### src/rtl/steer_quad_gen_if.sv
// rtl/steer_quad_gen_if.sv - steering button inputs and quadrature/status outputs
interface steer_quad_gen_if;
  logic       left;
  logic       right;
  logic [1:0] steer;
  logic       moving;
  logic       dir;
  logic [7:0] position;

  // master drives the buttons; slave is the quadrature generator
  modport master (
    output left, right,
    input  steer, moving, dir, position
  );

  modport slave (
    input  left, right,
    output steer, moving, dir, position
  );
endinterface

### src/rtl/steer_quad_gen.sv
// rtl/steer_quad_gen.sv - button-to-quadrature steering wheel emulator with acceleration ramp
module steer_quad_gen #(
  parameter int WIDTH      = 16,
  parameter int DIV_MAX    = 22500,
  parameter int DIV_MIN    = 5625,
  parameter int ACCEL_STEP = 1875
) (
  input  logic            CLK,
  input  logic            reset,
  steer_quad_gen_if.slave sq
);

  localparam logic [WIDTH-1:0] PER_MAX    = WIDTH'(DIV_MAX);
  localparam logic [WIDTH-1:0] PER_MAX_M1 = WIDTH'(DIV_MAX - 1);
  localparam logic [WIDTH-1:0] PER_MIN    = WIDTH'(DIV_MIN);
  localparam logic [WIDTH-1:0] PER_STEP   = WIDTH'(ACCEL_STEP);
  localparam logic [WIDTH:0]   SAT_LIM    = (WIDTH+1)'(DIV_MIN) + (WIDTH+1)'(ACCEL_STEP);

  typedef enum logic {IDLE, RUN} state_t;

  state_t           state, state_nxt;
  logic             run_dir, run_dir_nxt;
  logic [WIDTH-1:0] period, period_nxt;
  logic [WIDTH-1:0] cnt, cnt_nxt;
  logic [1:0]       phase, phase_nxt;
  logic [1:0]       steer_q, steer_nxt;
  logic             dir_q, dir_nxt;
  logic [7:0]       pos_q, pos_nxt;
  logic             moving_q;
  logic             req_r, req_l;

  assign req_r = sq.right & ~sq.left;
  assign req_l = sq.left & ~sq.right;

  always_comb begin
    state_nxt   = state;
    run_dir_nxt = run_dir;
    period_nxt  = period;
    cnt_nxt     = cnt;
    phase_nxt   = phase;
    dir_nxt     = dir_q;
    pos_nxt     = pos_q;

    case (state)
      IDLE: begin
        if (req_r | req_l) begin
          state_nxt   = RUN;
          run_dir_nxt = req_r;
          period_nxt  = PER_MAX;
          cnt_nxt     = PER_MAX_M1;
        end
      end
      RUN: begin
        if (!(req_r | req_l)) begin
          state_nxt  = IDLE;
          period_nxt = PER_MAX;
        end else if (req_r != run_dir) begin
          // direction reversal restarts the ramp without stepping
          run_dir_nxt = req_r;
          period_nxt  = PER_MAX;
          cnt_nxt     = PER_MAX_M1;
        end else if (cnt != '0) begin
          cnt_nxt = cnt - WIDTH'(1);
        end else begin
          phase_nxt  = run_dir ? phase + 2'd1 : phase - 2'd1;
          dir_nxt    = run_dir;
          pos_nxt    = run_dir ? pos_q + 8'd1 : pos_q - 8'd1;
          period_nxt = ({1'b0, period} >= SAT_LIM) ? period - PER_STEP : PER_MIN;
          cnt_nxt    = period_nxt - WIDTH'(1);
        end
      end
    endcase

    // phase index to Gray-coded {A,B}
    case (phase_nxt)
      2'd0:    steer_nxt = 2'b00;
      2'd1:    steer_nxt = 2'b01;
      2'd2:    steer_nxt = 2'b11;
      default: steer_nxt = 2'b10;
    endcase
  end

  always_ff @(posedge CLK) begin
    if (reset) begin
      state    <= IDLE;
      run_dir  <= 1'b1;
      period   <= PER_MAX;
      cnt      <= '0;
      phase    <= 2'd0;
      steer_q  <= 2'b00;
      dir_q    <= 1'b1;
      pos_q    <= 8'd0;
      moving_q <= 1'b0;
    end else begin
      state    <= state_nxt;
      run_dir  <= run_dir_nxt;
      period   <= period_nxt;
      cnt      <= cnt_nxt;
      phase    <= phase_nxt;
      steer_q  <= steer_nxt;
      dir_q    <= dir_nxt;
      pos_q    <= pos_nxt;
      moving_q <= (state_nxt == RUN);
    end
  end

  assign sq.steer    = steer_q;
  assign sq.moving   = moving_q;
  assign sq.dir      = dir_q;
  assign sq.position = pos_q;

endmodule

### src/flat_wrapper.sv
// flat-port wrapper written by rule: the top's interface ports become plain ports
module steer_quad_gen_flat 
#(
  parameter int WIDTH      = 16,
  parameter int DIV_MAX    = 22500,
  parameter int DIV_MIN    = 5625,
  parameter int ACCEL_STEP = 1875
)
  (CLK, reset, sq_left, sq_right, sq_steer, sq_moving, sq_dir, sq_position);
  steer_quad_gen_if sq_i ();
  input  logic CLK;
  input  logic reset;
  input wire logic [$bits(sq_i.left)-1:0] sq_left;
  input wire logic [$bits(sq_i.right)-1:0] sq_right;
  output wire logic [$bits(sq_i.steer)-1:0] sq_steer;
  output wire logic [$bits(sq_i.moving)-1:0] sq_moving;
  output wire logic [$bits(sq_i.dir)-1:0] sq_dir;
  output wire logic [$bits(sq_i.position)-1:0] sq_position;
  assign sq_i.left = sq_left;
  assign sq_i.right = sq_right;
  assign sq_steer = sq_i.steer;
  assign sq_moving = sq_i.moving;
  assign sq_dir = sq_i.dir;
  assign sq_position = sq_i.position;
  steer_quad_gen #(.WIDTH(WIDTH), .DIV_MAX(DIV_MAX), .DIV_MIN(DIV_MIN), .ACCEL_STEP(ACCEL_STEP)) u_core (.CLK(CLK), .reset(reset), .sq(sq_i));
endmodule
### config.mk
export PLATFORM = sky130hd
export DESIGN_NAME = steer_quad_gen_flat
export DESIGN_NICKNAME = d
export VERILOG_FILES = /design/src/rtl/steer_quad_gen_if.sv /design/src/rtl/steer_quad_gen.sv /design/src/flat_wrapper.sv
export SDC_FILE = /design/constraint.sdc
export NUM_CORES = 1
export LEC_CHECK = 0
export CORE_MARGIN = 3
export CORE_UTILIZATION = 55
export CTS_BUF_LIST = sky130_fd_sc_hd__clkbuf_8
export DETAILED_ROUTE_END_ITERATION = 10
export HOLD_SLACK_MARGIN = 0.12
export PLACE_DENSITY_LB_ADDON = 0.05
export RECOVER_POWER = 100
export SYNTH_ARGS = -nofsm -noshare
export SYNTH_HDL_FRONTEND = slang
export SYNTH_SLANG_ARGS = --single-unit
export TNS_END_PERCENT = 30
### constraint.sdc
create_clock -name CLK -period 2.71 [get_ports CLK]
set_input_delay 0.542 -clock CLK [delete_from_list [all_inputs] [get_ports CLK]]
set_output_delay 0.542 -clock CLK [all_outputs]
set_load 0.05 [all_outputs]
==> summary.txt <==
Finish
  – Final core occ: 0.743
  – Diodes inserted: 0
  – Area grow syn2layout: 28.4%
  – Most frequent cells in the layout: 61 x buf_4, 46 x nor2_1, 41 x dfxtp_1
  – Most common cell after layout, fill and taps aside: buf_4
  – Final net count: 472
  – Fin area: 0.00387 mm^2
  – Fraction of layout cells with a size suffix above 1: 0.226

Worst setup path
  – Required @ worst endpoint: 2910 ps
  – Crit path cell chain: ha_4, or3_4, xnor2_4, nand2_2, o41ai_4, nand4_1, buf_4, nor3_4, nand3_1, a32o_1
  – Crit. End Element: flip-flop
  – Critical Path AT: 2880 ps
  – Crit. Startpoint: u_core.period[0]$_SDFFE_PP0P_
  – CP max stage delay: 420 ps
  – Setup Crit Path Kind: reg -> reg
  – Worst R2R Start: u_core.period[0]$_SDFFE_PP0P_
  – Worst Setup Start Kind: flip-flop
  – CP Max Fanout: 4
  – Slowest stage cell on the critical path: o41ai_4

Clock network
  – Clk sinks: 47
  – Worst-Skew Late Latency: 300 ps
  – Clock Path Buffers: 2
  – Hold_buf cts: 0
  – Clock root buffer: clkbuf_8
  – H-tree depth: 2
  – Reg clk slew, reported paths: 90 ps
  – CTS tree: done
  – Cts bufs inserted: 5

Synthesis
  – Number of flops mapped to enable cells by yosys: 0
  – Synth Cell Area: 0.00301 mm^2
  – Synthesized flop and latch total: 47
  – Synthesized instance count: 392
  – Post-synthesis cell type count: 57
  – Syn_nets: 409
  – Syn avg cell area: 7.68 um^2
  – Post-synthesis sequential area ratio: 0.312
  – Ys flop type: dfxtp_1
  – Async SR Flop Fraction: 0
  – Synth warn: 0

Pwr
  – Net Sw Frac: 0.303
  – Worst-case vdd ir drop: 0.000275 V
  – Pint: 1.05 mW
  – Clock power share: 0.288
  – PwrDens: 388 mW/mm^2
  – Lkg Pwr: 1.57 nW
  – Seq pwr share: 0.491
  – Combinational share of power: 0.222
  – Switch Pwr: 0.454 mW

Routing
  – DRT iter0 DRCs: 255
  – DRC viols: 0
  – Routed Antenna Nets: 0
  – Via count: 3,146
  – Routed len/inst: 16.2 um
  – Total wire length: 8500 um
  – Drt pass-1 iters: 5
  – Vias per cell: 5.98

Placed design
  – Dpl ws: -69.7 ps
  – Post-DP Area: 0.00361 mm^2
  – GP Congestion: 0.944
  – IO buf count: 15
  – DP Wirelength: 6180 um

STA
  – Max-slew violation count: 0
  – Setup violators final: 0
  – Max Freq: 373 MHz
  – Period utilisation layout: 0.990
  – Slew headroom: 0.582
  – Hold_ws: 482 ps
  – Worst Skew: 7.06 ps
  – Final Hold Viols: 0
  – Worst Tran Pin Value: 627 ps
  – Crit path time final: 2680 ps
  – Final WS setup: 27.6 ps
  – Unrepaired setup endpoints after global routing: true

Min path
  – Hold Path Class: reg -> reg
  – HP Start: u_core.sq.position[5]$_SDFFE_PP0P_

GRT
  – Global-route wire length before repair: 14,100 um
  – Busiest grt layer: met2
  – Met3 Track Usage GR: 0.0418
  – Initial antenna violation count: 0
  – Total Routing Usage GR: 0.276
  – Vias in the first global route: 2,980
  – Largest net degree at the start of global routing: 40
  – Routing usage on met2: 0.450
  – Grt met1 use: 0.369
  – Total grt overflow: 0

Run status
  – Status: finished, final reports clean

Die
  – Site Rows: 26
  – Core Area: 0.00520 mm^2
  – DIE AREA: 0.00640 mm^2
  – Initial Util: 0.579
  – I/O Pins: 16
  – Die width: 80 um
  – Chip Height: 80 um

Run
  – # Max-Cap Violations: 0
==> cell families (layout without fill, tap and decap cells) <==
| logic type | count (synthesis) | in the layout | share of synthesized area |
|---|---|---|---|
| XOR/XNOR | 27 | 27 | 0.0785 |
| multiplexers | 3 | 3 | 0.00997 |
| buffers and inverters | 37 | 101 | 0.0490 |
| AND/OR/NAND/NOR | 157 | 157 | 0.258 |
| adder cells (fa/ha/maj) | 13 | 13 | 0.0565 |
| AO/OA/AOI/OAI | 108 | 108 | 0.235 |
| flip-flops | 47 | 47 | 0.312 |
==> final cells by class <==
cell class,count,area [um^2]
clock buffers,5,68.8
repair buffers,80,631
fillers,400,1340
inverters,13,48.8
multi-input cells,308,2060
well taps,70,87.6
clock inverters,3,20.0
flip-flops and latches,47,951
==> worst max-delay path: cells and delay by family, from the launching register on <==
kind                       cells  cell delay (ps)
and+or+nand+nor                5              950
AOI/OAI and AO/OA              2              680
DFF                            1              360
buffers and inverters          1              220
xor gates and xnor gates       1              190
adders and majority gates      1              180
==> synth_stat cells (7+ instances only) <==
cell type | instances | area share
dfxtp_1 | 47 | 0.31
o21ai_0 | 28 | 0.047
nand2b_1 | 9 | 0.019
xnor2_1 | 20 | 0.058
nand3_1 | 16 | 0.027
a21oi_1 | 34 | 0.057
xor2_1 | 7 | 0.020
nor2_1 | 48 | 0.060
nand2_1 | 34 | 0.042
inv_1 | 13 | 0.016
clkbuf_1 | 21 | 0.026
ha_1 | 12 | 0.050
nor3_1 | 12 | 0.020
==> stage by stage <==
step	power (mW)	instances	TNS (ps)
floorplan	0.941	392	-8.92
global placement	1.04	514	-95.7
detailed placement	1.05	514	-104
CTS	1.48	524	0
global route	1.57	526	-315
finish	1.50	526	0
==> layer usage <==
| metal | vias to the layer above | part of all wire |
|---|---|---|
| met1 | 1494 | 0.44 |
| met4 | 0 | 0.020 |
| met2 | 105 | 0.48 |
| met3 | 20 | 0.051 |
| li1 | 1527 | - |
| met5 | - | 0 |
==> power groups by stage <==
| stage | Sequential [mW] | Clock, mW | Combinational, mW |
|---|---|---|---|
| 2_1_floorplan | 0.746 | 0 | 0.195 |
| 3_3_place_gp | 0.748 | 0 | 0.296 |
| 3_5_place_dp | 0.749 | 0 | 0.302 |
| 4_1_cts | 0.733 | 0.443 | 0.307 |
| 5_1_grt | 0.739 | 0.464 | 0.364 |
| 6_report | 0.736 | 0.431 | 0.333 |
==> flip-flops by register name, indices dropped and copies added (netlist names) <==
name,cells
u_core.phase,2
u_core.cnt,16
u_core.run_dir,1
u_core.sq.steer,2
u_core.state,1
u_core.sq.position,8
u_core.period,16
u_core.sq.dir,1
==> worst paths after layout <==
path	slack, ps	cells after the start	endpoint
setup / recovery	30	10	u_core.cnt[15]$_SDFFE_PP0P_
hold / removal	480	2	u_core.sq.position[5]$_SDFFE_PP0P_
setup reg to reg	30	10	u_core.cnt[15]$_SDFFE_PP0P_
hold reg to reg	480	2	u_core.sq.position[5]$_SDFFE_PP0P_
==> timing repair <==
action,in CTS,in global routing
gates resized for setup,4,31
setup buffers,2,2
endpoints found under the setup margin,3,10
pin swaps,2,6
Note: power is estimated with default switching activity, not from simulation.
